`src/rtl/color_scan_sequencer_pkg.sv`:
```
// Shared definitions for the colour scan sequencer: colour codes, FSM states
// and default parameter values.
package color_scan_pkg;

  typedef enum logic [1:0] {
    RED    = 2'b00,
    GREEN  = 2'b01,
    BLUE   = 2'b10,
    YELLOW = 2'b11
  } color_t;

  typedef enum logic [2:0] {
    IDLE,
    SETTLE,
    TRIGGER,
    WAIT_RESULT,
    EVALUATE,
    NEXT_SLOT,
    DONE,
    ERROR
  } state_t;

  localparam int DEF_NUM_SLOTS      = 8;
  localparam int DEF_MATCH_COUNT    = 2;
  localparam int DEF_MAX_READS      = 8;
  localparam int DEF_SETTLE_CYCLES  = 1024;
  localparam int DEF_TIMEOUT_CYCLES = 1048576;

endpackage

```
`src/rtl/color_scan_sequencer_scan_timer.sv`:
```
// Loadable down-counter with terminal-count flag, shared by the settle wait and
// the detector timeout (the two never overlap).
module scan_timer #(
  parameter int WIDTH = 11
) (
  input  logic             clk,
  input  logic             reset,
  input  logic             load,
  input  logic [WIDTH-1:0] loadValue,
  output logic             tc
);

  logic [WIDTH-1:0] count;

  always_ff @(posedge clk or negedge reset) begin
    if (!reset) begin
      count <= '0;
    end else if (load) begin
      count <= loadValue;
    end else if (count != '0) begin
      count <= count - WIDTH'(1);
    end
  end

  assign tc = (count == '0);

endmodule

```
`src/rtl/color_scan_sequencer.sv`:
```
// Sequences the colour detector across NUM_SLOTS slots and assembles the RGBY
// sequence. Define COLOR_SCAN_RETRY_EN to allow one re-settle retry per slot on timeout.
module color_scan_sequencer
  import color_scan_pkg::*;
#(
  parameter int NUM_SLOTS      = DEF_NUM_SLOTS,
  parameter int MATCH_COUNT    = DEF_MATCH_COUNT,
  parameter int MAX_READS      = DEF_MAX_READS,
  parameter int SETTLE_CYCLES  = DEF_SETTLE_CYCLES,
  parameter int TIMEOUT_CYCLES = DEF_TIMEOUT_CYCLES
) (
  input  logic                         clk,
  input  logic                         reset,
  input  logic                         scanStart,
  input  logic                         detectionComplete,
  input  logic [1:0]                   color,
  output logic                         startDetection,
  output logic [$clog2(NUM_SLOTS)-1:0] slotSelect,
  output logic                         scanBusy,
  output logic                         scanDone,
  output logic                         scanError,
  output logic [$clog2(NUM_SLOTS)-1:0] errorSlot,
  output logic [2*NUM_SLOTS-1:0]       colorSequence
);

  localparam int SW   = $clog2(NUM_SLOTS);
  localparam int RW   = $clog2(MAX_READS + 1);
  localparam int TMAX = (SETTLE_CYCLES > TIMEOUT_CYCLES) ? SETTLE_CYCLES : TIMEOUT_CYCLES;
  localparam int TW   = $clog2(TMAX + 1);
  localparam logic [TW-1:0] SETTLE_LOAD = TW'(SETTLE_CYCLES - 1);
  // Outputs are registered on state entry, so the timeout fires one cycle early
  // to put the scanError pulse exactly TIMEOUT_CYCLES after startDetection.
  localparam logic [TW-1:0] TIMEOUT_LOAD = TW'(TIMEOUT_CYCLES - 2);
  localparam logic [SW-1:0] LAST_SLOT    = SW'(NUM_SLOTS - 1);

  state_t          state;
  logic [RW-1:0]   readCnt;
  logic [2:0]      matchCnt;
  logic [2:0]      nextMatch;
  color_t          lastColor;
  color_t          colorReg;
  logic            timerLoad;
  logic [TW-1:0]   timerValue;
  logic            timerTc;
`ifdef COLOR_SCAN_RETRY_EN
  logic            retried;
`endif

  assign nextMatch = (colorReg == lastColor) ? matchCnt + 3'd1 : 3'd1;

  always_comb begin
    timerLoad  = 1'b0;
    timerValue = SETTLE_LOAD;
    case (state)
      IDLE:      timerLoad = scanStart;
      NEXT_SLOT: timerLoad = 1'b1;
      TRIGGER: begin
        timerLoad  = 1'b1;
        timerValue = TIMEOUT_LOAD;
      end
`ifdef COLOR_SCAN_RETRY_EN
      WAIT_RESULT: timerLoad = timerTc && !detectionComplete && !retried;
`endif
      default: ;
    endcase
  end

  scan_timer #(.WIDTH(TW)) timer (
    .clk       (clk),
    .reset     (reset),
    .load      (timerLoad),
    .loadValue (timerValue),
    .tc        (timerTc)
  );

  always_ff @(posedge clk or negedge reset) begin
    if (!reset) begin
      state          <= IDLE;
      startDetection <= 1'b0;
      slotSelect     <= '0;
      scanBusy       <= 1'b0;
      scanDone       <= 1'b0;
      scanError      <= 1'b0;
      errorSlot      <= '0;
      colorSequence  <= '0;
      readCnt        <= '0;
      matchCnt       <= '0;
      lastColor      <= RED;
      colorReg       <= RED;
`ifdef COLOR_SCAN_RETRY_EN
      retried        <= 1'b0;
`endif
    end else begin
      startDetection <= 1'b0;
      scanDone       <= 1'b0;
      scanError      <= 1'b0;
      case (state)
        IDLE: begin
          if (scanStart) begin
            colorSequence <= '0;
            errorSlot     <= '0;
            slotSelect    <= '0;
            readCnt       <= '0;
            matchCnt      <= '0;
`ifdef COLOR_SCAN_RETRY_EN
            retried       <= 1'b0;
`endif
            scanBusy      <= 1'b1;
            state         <= SETTLE;
          end
        end
        SETTLE: begin
          if (timerTc) begin
            startDetection <= 1'b1;
            state          <= TRIGGER;
          end
        end
        TRIGGER: state <= WAIT_RESULT;
        WAIT_RESULT: begin
          if (detectionComplete) begin
            colorReg <= color_t'(color);
            readCnt  <= readCnt + RW'(1);
            state    <= EVALUATE;
          end else if (timerTc) begin
`ifdef COLOR_SCAN_RETRY_EN
            if (!retried) begin
              retried <= 1'b1;
              state   <= SETTLE;
            end else begin
              scanError <= 1'b1;
              scanBusy  <= 1'b0;
              errorSlot <= slotSelect;
              state     <= ERROR;
            end
`else
            scanError <= 1'b1;
            scanBusy  <= 1'b0;
            errorSlot <= slotSelect;
            state     <= ERROR;
`endif
          end
        end
        EVALUATE: begin
          matchCnt  <= nextMatch;
          lastColor <= colorReg;
          if (nextMatch == 3'(MATCH_COUNT)) begin
            colorSequence[2*slotSelect +: 2] <= colorReg;
            state <= NEXT_SLOT;
          end else if (readCnt == RW'(MAX_READS)) begin
            scanError <= 1'b1;
            scanBusy  <= 1'b0;
            errorSlot <= slotSelect;
            state     <= ERROR;
          end else begin
            startDetection <= 1'b1;
            state          <= TRIGGER;
          end
        end
        NEXT_SLOT: begin
          readCnt  <= '0;
          matchCnt <= '0;
`ifdef COLOR_SCAN_RETRY_EN
          retried  <= 1'b0;
`endif
          if (slotSelect == LAST_SLOT) begin
            scanDone <= 1'b1;
            scanBusy <= 1'b0;
            state    <= DONE;
          end else begin
            slotSelect <= slotSelect + SW'(1);
            state      <= SETTLE;
          end
        end
        DONE:    state <= IDLE;
        ERROR:   state <= IDLE;
        default: state <= IDLE;
      endcase
    end
  end

endmodule

```
`config.mk`:
```
export PLATFORM = sky130hd
export DESIGN_NAME = color_scan_sequencer
export DESIGN_NICKNAME = d
export VERILOG_FILES = /design/src/rtl/color_scan_sequencer_pkg.sv /design/src/rtl/color_scan_sequencer_scan_timer.sv /design/src/rtl/color_scan_sequencer.sv
export SDC_FILE = /design/constraint.sdc
export NUM_CORES = 1
export LEC_CHECK = 0
export ABC_AREA = 1
export ABC_CLOCK_PERIOD_IN_PS = 3800
export CORE_MARGIN = 2
export CORE_UTILIZATION = 56
export DETAILED_ROUTE_END_ITERATION = 8
export PLACE_DENSITY = 0.76
export SYNTH_ARGS = -nofsm -noshare
export SYNTH_HDL_FRONTEND = slang
export SYNTH_HIERARCHICAL = 1
export SYNTH_SLANG_ARGS = --single-unit
```
`constraint.sdc`:
```
create_clock -name clk -period 3.8 [get_ports clk]
set_input_delay 0.76 -clock clk [delete_from_list [all_inputs] [get_ports clk]]
set_output_delay 0.76 -clock clk [all_outputs]
set_load 0.01 [all_outputs]
```
; ---- After elaboration in Yosys (flattened, before gate mapping)
; Cells that the tools add are included.
[totals]
ff_bits = 61
output_inout_bits = 26
[classes]
addsub = 5
n_eq_ne = 22
n_shift = 2
muxes = 46
reduce_logical = 20
[op_table]
columns = cell, count
row1 = two-way mux 21 bit, 2
row2 = two-way mux 3 bit, 14
row3 = negator 4 -> 34 bit, 1
row4 = variable shift 2 x 34 -> 16 bit (first input constant), 1
row5 = indexed part select 2 x 34 -> 16 bit, 1
row6 = two-way mux 16 bit, 2
row7 = case mux 16 bit (2 select lines), 1
row8 = zero test 21 bit, 1
row9 = case mux 3 bit (7 select lines), 1
row10 = nonzero test 21 bit, 1
row11 = subtractor 21 x 1 -> 21 bit (second input constant), 1
row12 = two-way mux 20 bit, 1
row13 = case mux 3 bit (3 select lines), 2
row14 = bitwise mux 16 bit, 1
row15 = inequality test 2 bit (second input constant), 8
row16 = equality test 3 bit (second input constant), 5
row17 = two-way mux 1 bit, 14
row18 = case mux 4 bit (3 select lines), 1
row19 = AND reduction 3 bit, 4
row20 = equality test 3 x 2 -> 1 bit (second input constant), 3
row21 = nonzero test 3 bit, 3
row22 = two-way mux 4 bit, 2
row23 = AND reduction 7 bit, 1
row24 = adder 3 x 1 -> 3 bit (second input constant), 2
row25 = 15 further kinds, 22

; ---- Logic depth before layout (Yosys ltp)
; Gate-level depths: netlist (run 1).
[logic_depth]
ltp_word = 5
ltp_mapped = 13
ltp_nobuf = 13

; ---- Hierarchy
; The synthesis (run 1) kept the hierarchy.
[by_module_without_submodules]
columns = mod, instances, cells_each, area_per_inst_um2, seq_area_each_um2
row1 = color_scan_sequencer, 1, 297, 2273.4, 1001.0
row2 = scan_timer, 1, 225, 1517.7, 525.5

; ---- Least setup slack after synthesis (run 1)
; Ideal clock, no wire load.
[synth_path]
path_kind = register -> register
start = reg state[2]
end = reg timer.count[11]
t_arrival_ns = 1.797
t_required_ns = 3.728
slack_ns = 1.930
stages_incl_launch_ff = 11
path_buffers = 1
synth_period_minus_slack_ns = 1.870
cell_sequence = dfrtp_1 nor2_1 inv_1 nor2_1 inv_1 nand3_1 inv_1 buf_2 nand4_2 o21ai_0 nor2_1
[synth_via]
elab_chain_len = 4
elab_cells_between_ends = 8
[synth_rtl]
columns = element, line
row1 = from (decl), color_scan_sequencer.sv:36  ; state_t state;
row2 = from (signal assigned), color_scan_sequencer.sv:78  ; state <= IDLE;
row3 = from (signal assigned), color_scan_sequencer.sv:109  ; state <= SETTLE;
row4 = from (signal assigned), color_scan_sequencer.sv:115  ; state <= TRIGGER;
row5 = equality test 3 bit / equality test 3 x 2 -> 1 bit (equally long branches), color_scan_sequencer.sv:54  ; case (state)
row6 = OR reduction 2 bit (no source line), -
row7 = case mux 1 bit (2 select lines) *, color_scan_sequencer.sv:54
row8 = net timerLoad, color_scan_sequencer.sv:42  ; logic timerLoad;
row9 = two-way mux 21 bit / nonzero test 2 bit (equally long branches), -
row10 = to (signal assigned), color_scan_sequencer_scan_timer.sv:19  ; count <= loadValue;
row11 = to (signal assigned), color_scan_sequencer_scan_timer.sv:21  ; count <= count - WIDTH'(1);
row12 = to (decl), color_scan_sequencer_scan_timer.sv:13  ; logic [WIDTH-1:0] count;
; Mark *: on every way through the listed nets, which the timed path passes. The rest lies on a longest branch.
; A chain may end at the register's enable or synchronous reset.

; ---- Worst setup path in the final report (run 1)
[layout_path]
start = reg slotSelect[0]
end = out slotSelect[0]
[layout_lines]
columns = element, line
row1 = from (decl), color_scan_sequencer.sv:18  ; output logic [$clog2(NUM_SLOTS)-1:0] slotSelect,
row2 = from (signal assigned), color_scan_sequencer.sv:170  ; slotSelect <= slotSelect + SW'(1);
; No word-level cell between the ends.

==> results of run 1 <==
layout make-up:
type | count | area, sq um | area share, %
Multi-Input combinational cell | 402 | 2010 | 45.8
Sequential cell | 61 | 1530 | 34.8
Timing Repair Buffer | 34 | 328 | 7.46
Inverter | 61 | 238 | 5.41
Clock buffer | 11 | 131 | 2.99
Tap cell | 77 | 96.3 | 2.19
Clock inverter | 5 | 60.1 | 1.37
Yosys cell counts:
cell type | n | area (sq um)
sky130_fd_sc_hd__o31ai_1 | 2 | 15.0
sky130_fd_sc_hd__ha_1 | 12 | 150
sky130_fd_sc_hd__xor2_1 | 4 | 35.0
sky130_fd_sc_hd__inv_4 | 1 | 6.26
sky130_fd_sc_hd__nand2_1 | 171 | 642
sky130_fd_sc_hd__inv_1 | 51 | 191
sky130_fd_sc_hd__nand3b_1 | 5 | 37.5
sky130_fd_sc_hd__o21ai_0 | 17 | 85.1
sky130_fd_sc_hd__nor3_2 | 1 | 10.0
sky130_fd_sc_hd__dfrtp_1 | 61 | 1530
sky130_fd_sc_hd__a21oi_1 | 3 | 15.0
sky130_fd_sc_hd__o21ai_1 | 6 | 30.0
sky130_fd_sc_hd__nand4_2 | 1 | 12.5
sky130_fd_sc_hd__inv_2 | 7 | 26.3
sky130_fd_sc_hd__nand2_4 | 3 | 33.8
sky130_fd_sc_hd__clkbuf_1 | 1 | 3.75
sky130_fd_sc_hd__o211ai_1 | 2 | 15.0
sky130_fd_sc_hd__nand3_1 | 58 | 290
sky130_fd_sc_hd__nand4_1 | 11 | 68.8
sky130_fd_sc_hd__o22ai_1 | 4 | 25.0
sky130_fd_sc_hd__clkinv_2 | 1 | 5.00
sky130_fd_sc_hd__nor3_1 | 6 | 30.0
sky130_fd_sc_hd__buf_8 | 1 | 15.0
sky130_fd_sc_hd__nand3_2 | 2 | 20.0
sky130_fd_sc_hd__nor2_1 | 56 | 210
sky130_fd_sc_hd__buf_6 | 1 | 11.3
sky130_fd_sc_hd__nor2_4 | 10 | 113
sky130_fd_sc_hd__nor2_2 | 5 | 31.3
sky130_fd_sc_hd__clkinv_4 | 1 | 8.76
sky130_fd_sc_hd__conb_1 | 2 | 7.51
sky130_fd_sc_hd__buf_2 | 3 | 15.0
sky130_fd_sc_hd__xnor2_1 | 2 | 17.5
sky130_fd_sc_hd__nand2_2 | 6 | 37.5
sky130_fd_sc_hd__nand4_4 | 1 | 21.3
sky130_fd_sc_hd__o21bai_1 | 3 | 22.5
sky130_fd_sc_hd__nor2b_1 | 1 | 6.26
final timing paths:
kind | from | end | depth (start not counted) | slack (ns)
min in group clk | colorSequence[2] | colorSequence[2] | 2 | 0.47
setup / recovery | slotSelect[0] | slotSelect[0] | 1 | 1.49
max in group asynchronous | reset | timer/count[20] | 2 | 2.55
setup reg to reg | state[2] | timer/count[4] | 10 | 1.60
hold reg to reg | colorSequence[2] | colorSequence[2] | 2 | 0.47
hold / removal | reset | timer/count[5] | 1 | 0.35
power by group through the flow:
stage	logic [mW]	registers [mW]	clock network, mW
6_report	1.50	1.02	0.569
3_5_place_dp	1.48	1.02	0
4_1_cts	1.49	1.01	0.581
3_3_place_gp	1.44	1.02	0
2_1_floorplan	1.14	0.990	0
5_1_grt	1.70	1.04	0.610
state kept, by name (all words and copies together) (netlist names), 2 cells and up:
register	count
colorSequence	16
slotSelect	3
timer/count	21
errorSlot	3
readCnt	4
state	3
lastColor	2
matchCnt	3
colorReg	2
through the flow:
stage | area [sq um] | hold WS, ns | setup slack [ns] | instances
detailed placement | 4200 | 0.458 | 1.19 | 635
global route | 4390 | 0.381 | 1.36 | 651
CTS | 4390 | 0.361 | 1.49 | 651
finish | 4390 | 0.352 | 1.49 | 651
global placement | 4200 | 0.457 | 1.25 | 635
floorplan | 3820 | 0.464 | 1.93 | 530
layer usage:
metal | share of wire, % | track usage, % | wire length [um]
met1 | 48 | 35.2 | 4060
met2 | 47 | 39.8 | 3990
met3 | 4.3 | 6.00 | 365
met4 | 1.2 | 7.39 | 106
met5 | 0 | 0 | 0
kinds of logic (layout without fill, tap and decap cells):
kind of cell,after synthesis,after routing
AOI/OAI and AO/OA,37,37
xor gates and xnor gates,6,6
adders and majority gates,12,12
buffers and inverters,67,111
DFF,61,61
other,2,10
and+or+nand+nor,337,337
worst reg2reg max path: stages, from the launching register on:
cell and delay (ns):
sky130_fd_sc_hd__dfrtp_1 0.52, sky130_fd_sc_hd__nor2_1 0.09, sky130_fd_sc_hd__inv_1 0.08, sky130_fd_sc_hd__nor2_1 0.04, sky130_fd_sc_hd__buf_4 0.18, sky130_fd_sc_hd__inv_1 0.09
sky130_fd_sc_hd__nand3_1 0.08, sky130_fd_sc_hd__buf_4 0.21, sky130_fd_sc_hd__inv_1 0.35, sky130_fd_sc_hd__nand4_1 0.26, sky130_fd_sc_hd__nor2b_1 0.20
==> impl_metrics.tcl, run 1 <==
set metrics [dict create \
    detailed_place_hpwl_mm 6.41 \
    clock_sink_count 61 \
    remaining_routing_drc_violations 0 \
    synth_compound_gate_area_share_pct 5.48 \
    netSwitchingFraction_pct 47.5 \
    fp.coreArea_sq_mm 0.00646 \
    synth.ff_latch_count 61 \
    routed_wirelength_mm 8.52 \
    count_of_final_max_slew_check_failures 0 \
    design.die.area_sq_mm 0.00744 \
    worst_ep_arrival_time_ns 1.55 \
    synth.yosys.seq_area_share_pct 40.3 \
    timing.fmax_mhz 433 \
    cts-hold-fix-buffers 0 \
    antenna_violating_nets_left 0 \
    grt_max_degree 44 \
    worstPathMaxFanout 11 \
    initial_utilization_pct 58.7 \
    gr-total-overflow 0 \
    cap_violations 0 \
    cp_data_required_time_ns 3.04 \
    drt_pass1_iterations 5 \
    syn_area_per_cell_sq_um 7.26 \
    pwr-share-comb_pct 48.6 \
    cpLargestDelayFamily "buffers and inverters" \
    synthXorXnorAreaFrac_pct 1.39 \
    largest_family_of_logic_cells_by_synthesized_area "simple AND/OR/NAND/NOR gates" \
    pwr-share-seq_pct 32.9 \
    synth.distinct_cells 36 \
    critPathCaptureType "output port" \
    finalNetCount 587 \
    tightestPinTransition_ns 0.540 \
    cts-htree-levels 3 \
    flow.area_growth_from_synthesis_pct 15.8 \
    synth_mux_area_share_pct 0 \
    switchingPower_mw 1.47 \
    die_height_um 86.3 \
    syn_area_sq_mm 0.00379 \
    synthesis.yosys.warnings 6 \
    irDropWorstVdd_mv 0.365 \
    routed-via-count 3447 \
    rsz0062_at_grt "false" \
    crit_buf_inv 1 \
    crit_path_max_incr_delay_ns 0.62 \
    clk_pin_slew_worst_paths_ns 0.07 \
    io_buffer_count 31 \
    routed_wire_length_per_instance_um 13.1 \
    chipWidth_um 86.3 \
    synth-simple-area-share_pct 41.3 \
    floorplan.io_pins 32 \
    power.leakage_nw 2.23 \
    diodes 0 \
    most_frequent_cells_in_the_layout "171 x sky130_fd_sc_hd__nand2_1, 61 x sky130_fd_sc_hd__dfrtp_1, 58 x sky130_fd_sc_hd__nand3_1" \
    post_cts.repair.setup_buffers 0 \
    drt_iter0_drc 262 \
    antenna_violations_before_repair 0 \
    vias_per_cell 5.29 \
    layout_commonest_cell "sky130_fd_sc_hd__nand2_1" \
    ordered_list_of_cells_on_the_worst_path "clkdlybuf4s50_1" \
    timing.final.hold_violations 0 \
    critPathLaunchType "flip-flop" \
    outcome "finished clean" \
    post_synth_inst_count 522 \
    power_density_mw_per_mm2 702 \
    grt_pass1_vias 3238 \
    nFillCells 538 \
    setup.worst_path.class "reg -> out" \
    timing.setup.tns_ns 0 \
    power_mw 3.08 \
    fin_skew_ns 0.0112 \
    timing.hold.worst.class "in -> async" \
    setup_viol 0 \
    synthAdderAreaFrac_pct 3.96 \
    postCtsResizedCells 0 \
    pwr-share-clk_pct 18.5 \
    finalWeightedCongestion 0.900 \
    drive_gt1_share_pct 9.93 \
    final_core_utilization_pct 68.0 \
    crit_slowest_cell "sky130_fd_sc_hd__clkdlybuf4s50_1" \
    cts_inserted_buffers 9 \
    period_utilisation_layout_pct 60.7 \
    floorplan.rows 29 \
    global_router_s_overall_resource_usage_pct 25.3 \
    power.internal_mw 1.62 \
    ctsLongestPathBuffers 2 \
    cts_tree "built" \
    clk-insertion-delay-late_ns 0.34 \
    slew_headroom_pct 64.0 \
    clock_tree.root_cell "sky130_fd_sc_hd__clkbuf_8" \
    grt_pass1_wl_mm 14.8 \
    period_needed_ns 2.31 \
]
Note: power is estimated with default switching activity, not from simulation.
==> run 2, diff against run 1 <==
--- a/config.mk
+++ b/config.mk
@@ -6,7 +6,7 @@
 export NUM_CORES = 1
 export LEC_CHECK = 0
 export ABC_AREA = 1
-export ABC_CLOCK_PERIOD_IN_PS = 3800
+export ABC_CLOCK_PERIOD_IN_PS = 2200
 export CORE_MARGIN = 2
 export CORE_UTILIZATION = 56
 export DETAILED_ROUTE_END_ITERATION = 8
==> constraint.sdc (replaced) <==
create_clock -name clk -period 2.2 [get_ports clk]
set_input_delay 0.44 -clock clk [delete_from_list [all_inputs] [get_ports clk]]
set_output_delay 0.44 -clock clk [all_outputs]
set_load 0.01 [all_outputs]
==> run 2 against run 1 <==
Effect of this change: sequential power rose by 72%; cell area rose by 1.2%; register-to-register slack got worse by 1.4 ns; power rose by 78%.
==> impl_metrics.tcl, run 2 (synthesis results as in run 1) <==
set metrics [dict create \
    antenna_violating_nets_left 0 \
    setup_viol 0 \
    grt_pass1_vias 3362 \
    worst_ep_arrival_time_ns 1.54 \
    worstPathMaxFanout 7 \
    routed_wirelength_mm 8.40 \
    io_buffer_count 31 \
    floorplan.io_pins 32 \
    regToRegEndpoint "colorSequence[9]" \
    multi_input_area_sq_mm 0.00201 \
    fin_skew_ns 0.00485 \
    clock_tree.root_cell "sky130_fd_sc_hd__clkbuf_8" \
    stdcell_count 653 \
    r2r-start "slotSelect[0]" \
    drt_pass1_iterations 5 \
    timing.setup.tns_ns 0 \
    design.die.area_sq_mm 0.00744 \
    largest_register_ff_count 21 \
    worst_r2r_path_depth 9 \
    global_router_s_overall_resource_usage_pct 25.5 \
    critPathLaunchType "flip-flop" \
    period_needed_ns 1.98 \
    ff2ff_setup_slack_ns 0.25 \
    detailed_place_hpwl_mm 6.34 \
    outcome "finished clean" \
    cts_inserted_buffers 9 \
    remaining_routing_drc_violations 0 \
    sequential_cell_area_sq_mm 0.00153 \
    cp_data_required_time_ns 1.76 \
    cts_tree "built" \
    rsz0062_at_grt "false" \
    cap_violations 0 \
    timing.fmax_mhz 506 \
    antenna_violations_before_repair 0 \
    finalNetCount 589 \
    routed-via-count 3435 \
    cts-hold-fix-buffers 0 \
    critPathCaptureType "output port" \
    grt_max_degree 62 \
    irDropWorstVdd_mv 0.793 \
    drive_gt1_share_pct 10.1 \
    floorplan.rows 29 \
    worst_hold_slack_ns 0.102 \
    initial_utilization_pct 58.7 \
    diodes 0 \
    drt_iter0_drc 238 \
    place_inst 637 \
    power_mw 5.48 \
    routed_wire_length_per_instance_um 12.9 \
    chipWidth_um 86.3 \
    clk_pin_slew_worst_paths_ns 0.07 \
    post_cts.repair.setup_buffers 0 \
    top_regs "timer/count: 21 flops, colorSequence: 16 flops, readCnt: 4 flops" \
    power_density_mw_per_mm2 1230 \
    grt_pass1_wl_mm 15.1 \
    final_core_utilization_pct 68.8 \
    postCtsResizedCells 0 \
    flow.area_growth_from_synthesis_pct 17.3 \
    power.leakage_nw 2.25 \
    timing.final.hold_violations 0 \
    fp.coreArea_sq_mm 0.00646 \
    period_utilisation_layout_pct 89.9 \
    layout_commonest_cell "sky130_fd_sc_hd__nand2_1" \
    vias_per_cell 5.26 \
    finalWeightedCongestion 0.964 \
    timing.hold.worst.class "in -> async" \
    clock_sink_count 61 \
    largest_register "timer/count" \
    cts-htree-levels 3 \
    ctsLongestPathBuffers 2 \
    die_height_um 86.3 \
    clk-insertion-delay-late_ns 0.34 \
    count_of_final_max_slew_check_failures 0 \
    nFillCells 566 \
    setup.worst_path.class "reg -> out" \
    gr-total-overflow 0 \
    most_frequent_cells_in_the_layout "171 x sky130_fd_sc_hd__nand2_1, 61 x sky130_fd_sc_hd__dfrtp_1, 58 x sky130_fd_sc_hd__nand3_1" \
]
==> run 2: changes by cell type in the layout (fill, tap and decap cells not counted), sizes merged <==
cell,before,now
clkinv,4,3
clkbuf,11,13
bufinv,1,2
buf,4,6
inv,60,59
clkinvlp,1,0
==> run 2: metal layers <==
metal	track usage, %	routed length, um	vias up
met1	35.3	3940	1581
met2	39.9	3960	78
met3	6.48	394	11
met5	0	0	-
li1	-	-	1765
met4	7.67	103	0
==> run 2: worst max-delay path: stages, from the launching register on <==
cell and delay (ns):
sky130_fd_sc_hd__dfrtp_1 0.48, sky130_fd_sc_hd__buf_4 0.19, sky130_fd_sc_hd__clkdlybuf4s50_1 0.53
==> run 2: how the worst max path moves through the flow <==
stage                              from           endpoint  slack, ns  cells past startpoint
after global placement        scanStart     timer/count[4]       0.24                      8
after CTS                 slotSelect[0]      slotSelect[0]       0.21                      2
after floorplan                state[2]    timer/count[11]       0.33                     10
after global routing        matchCnt[0]  colorSequence[13]       0.08                     10
final                     slotSelect[0]      slotSelect[0]       0.22                      2
after detailed placement      scanStart     timer/count[4]       0.21                      8
==> run 2: area by class of cell <==
cell class,count,share of cell area (%)
Multi-Input combinational cell,402,45.3
Sequential cell,61,34.3
Timing Repair Buffer,36,7.99
Inverter,61,5.35
Clock buffer,13,3.35
Tap cell,77,2.17
Clock inverter,3,1.55
==> run 2: stage by stage <==
stage	area, sq um	worst slack [ns]
global placement	4230	0.243
CTS	4450	0.209
floorplan	3820	0.330
detailed placement	4230	0.205
finish	4450	0.223
global route	4450	0.0760
==> run 2: where the power goes <==
group,internal [mW],switching [mW]
Combinational,0.873,1.75
Sequential,1.41,0.337
Clock,0.672,0.430
Total,2.96,2.52
==> run 3, diff against run 2 <==
--- a/config.mk
+++ b/config.mk
@@ -11,6 +11,7 @@
 export CORE_UTILIZATION = 56
 export DETAILED_ROUTE_END_ITERATION = 8
 export PLACE_DENSITY = 0.76
+export SETUP_SLACK_MARGIN = 0.3
 export SYNTH_ARGS = -nofsm -noshare
 export SYNTH_HDL_FRONTEND = slang
 export SYNTH_HIERARCHICAL = 1
==> run 3 against run 2 <==
Effect of this change: clock skew rose by 0.0021 ns; flip-flop and latch count did not move; via count up 3.3%; clock-buffer cell count is the same; cell count increased by 2.0%; die area unchanged; first-iteration DRC count increased by 4.6%; routed wire length rose by 6.5%; register-to-register slack improved by 0.14 ns; sequential power barely moved; non-clock buffer count grew 11; critical path type unchanged; critical endpoint unchanged; largest power group unchanged.
==> impl_metrics.tcl, run 3 (synthesis results as in run 1) <==
set metrics [dict create \
    cap_violations 0 \
    cpLargestDelayFamily "buffers and inverters" \
    setup_viol 0 \
    largest_register_ff_count 21 \
    layout_commonest_cell "sky130_fd_sc_hd__nand2_1" \
    power.leakage_nw 2.31 \
    use_met1_pct 35.6 \
    detailed_place_hpwl_mm 6.34 \
    cts_tree "built" \
    ordered_list_of_cells_on_the_worst_path "buf_4 -> clkdlybuf4s50_1" \
    most_frequent_cells_in_the_layout "171 x sky130_fd_sc_hd__nand2_1, 58 x sky130_fd_sc_hd__dfrtp_1, 56 x sky130_fd_sc_hd__nand3_1" \
    clock_tree.root_cell "sky130_fd_sc_hd__clkbuf_8" \
    vias_per_cell 5.33 \
    critPathCaptureType "output port" \
    grt_max_degree 62 \
    cp-startpoint "slotSelect[0]" \
    finalNetCount 602 \
    crit_end "slotSelect[0]" \
    drt_iter0_drc 249 \
    ctsLongestPathBuffers 2 \
    initial_utilization_pct 58.7 \
    regToRegEndpoint "timer/count[6]" \
    period_needed_ns 1.82 \
    floorplan.io_pins 32 \
    routed_wirelength_mm 8.95 \
    met2_usage_pct 40.0 \
    globalRoute.busiestLayer "met2" \
    period_utilisation_layout_pct 82.9 \
    timing.setup.tns_ns 0 \
    drive_gt1_share_pct 14.3 \
    dpl_cell_area_sq_mm 0.00423 \
    routed-via-count 3547 \
    die_height_um 86.3 \
    timing.hold.worst.class "in -> async" \
    worst_ep_arrival_time_ns 1.38 \
    crit_cells 2 \
    diodes 0 \
    count_of_final_max_slew_check_failures 0 \
    gr-total-overflow 0 \
    antenna_violating_nets_left 0 \
    grt_util_met3_pct 6.48 \
    clock_sink_count 61 \
    routed_wire_length_per_instance_um 13.4 \
    finalWeightedCongestion 0.964 \
    irDropWorstVdd_mv 0.801 \
    remaining_routing_drc_violations 0 \
    layout.cell_area.non_filler_sq_mm 0.00458 \
    setup.worst_path.class "reg -> out" \
    crit_path_max_incr_delay_ns 0.53 \
    drt_pass1_iterations 6 \
    crit_slowest_cell "sky130_fd_sc_hd__clkdlybuf4s50_1" \
    antenna_violations_before_repair 0 \
    cts-htree-levels 3 \
    cts-hold-fix-buffers 0 \
    worstPathMaxFanout 5 \
    fp.coreArea_sq_mm 0.00646 \
    crit_buf_inv 2 \
    floorplan.rows 29 \
    ff2ff_setup_slack_ns 0.39 \
    rsz0062_at_grt "false" \
    fin_skew_ns 0.00697 \
    cp_data_required_time_ns 1.76 \
    largest_register "timer/count" \
    io_buffer_count 31 \
    clk_pin_slew_worst_paths_ns 0.07 \
    grt_pass1_wl_mm 15.2 \
    timing.final.hold_violations 0 \
    design.die.area_sq_mm 0.00744 \
    top_regs "timer/count: 21 flops, colorSequence: 16 flops, readCnt: 4 flops" \
    grt_pass1_vias 3368 \
    critPathLaunchType "flip-flop" \
    flow.area_growth_from_synthesis_pct 20.9 \
    global_router_s_overall_resource_usage_pct 25.6 \
    timing.fmax_mhz 548 \
    clk-insertion-delay-late_ns 0.34 \
    nFillCells 544 \
    cts_inserted_buffers 9 \
    r2r-start "state[2]" \
    chipWidth_um 86.3 \
    outcome "finished clean" \
    power_density_mw_per_mm2 1240 \
    worst_r2r_path_depth 10 \
]
-- run 3: cell count changes in the layout (fill, tap and decap cells not counted), sizes merged --
cell,before,now
buf,6,16
clkbuf,13,14
clkinvlp,0,1
inv,59,58
nand2,180,182
-- run 3: how the worst min path moves through the flow --
stage                                start           endpoint  slack, ns  cells past startpoint
after detailed placement  colorSequence[8]   colorSequence[8]       0.46                      2
final                                reset  colorSequence[13]        0.1                      2
after floorplan                      reset        colorReg[0]       0.14                      0
after global placement    colorSequence[1]   colorSequence[1]       0.46                      2
after CTS                            reset     timer/count[5]       0.10                      2
after global routing                 reset     timer/count[5]       0.11                      2
-- run 3: where the power goes --
group          internal, mW  total [mW]  switching [mW]
registers              1.42        1.75           0.331
clock network         0.673        1.11           0.437
logic                 0.962        2.82            1.85
total                  3.05        5.67            2.62
-- run 3: metal layers --
| layer | routed length (um) | vias to the layer above | part of all wire, % |
|---|---|---|---|
| li1 | - | 1791 | - |
| met3 | 459 | 19 | 5.1 |
| met2 | 4220 | 94 | 47 |
| met1 | 4110 | 1643 | 46 |
| met5 | 0 | - | 0 |
| met4 | 152 | 0 | 1.7 |
-- run 3: cell type report --
| type | instances | area, sq um | share of cell area, % |
|---|---|---|---|
| clock buffers | 13 | 149 | 3.25 |
| clock inverters | 3 | 68.8 | 1.50 |
| inverters | 61 | 241 | 5.27 |
| multi-input cells | 404 | 2060 | 45.0 |
| flip-flops and latches | 61 | 1530 | 33.4 |
| well taps | 77 | 96.3 | 2.10 |
| repair buffers | 47 | 435 | 9.50 |
-- run 3: per-stage QoR --
step | cells | util, % | hold slack [ns] | power [mW] | worst slack [ns]
2_1_floorplan | 530 | - | 0.144 | 3.68 | 0.330
3_3_place_gp | 637 | 65.5 | 0.457 | 4.28 | 0.243
3_5_place_dp | 637 | 65.5 | 0.458 | 4.37 | 0.205
4_1_cts | 654 | 69.0 | 0.101 | 5.51 | 0.315
5_1_grt | 666 | 70.9 | 0.114 | 6.15 | 0.276
6_report | 666 | 70.9 | 0.0978 | 5.67 | 0.375
-- run 3: repair_timing --
action                                 CTS  global route
pin swaps                                0             7
endpoints found under the hold margin    0             0
resized for setup                        1            15
cloned                                   0             2
setup endpoints to repair                3            31
setup buffers                            1            10
-- run 3: worst register-to-register path: stages, from the launching register on --
cell	delay, ns
sky130_fd_sc_hd__dfrtp_1	0.49
sky130_fd_sc_hd__inv_2	0.14
sky130_fd_sc_hd__nand2_1	0.09
sky130_fd_sc_hd__nor2_1	0.13
sky130_fd_sc_hd__clkinv_2	0.07
sky130_fd_sc_hd__nand3_1	0.13
sky130_fd_sc_hd__clkinvlp_4	0.22
sky130_fd_sc_hd__clkbuf_2	0.21
sky130_fd_sc_hd__nand3_1	0.10
sky130_fd_sc_hd__o211ai_1	0.10
sky130_fd_sc_hd__inv_1	0.07
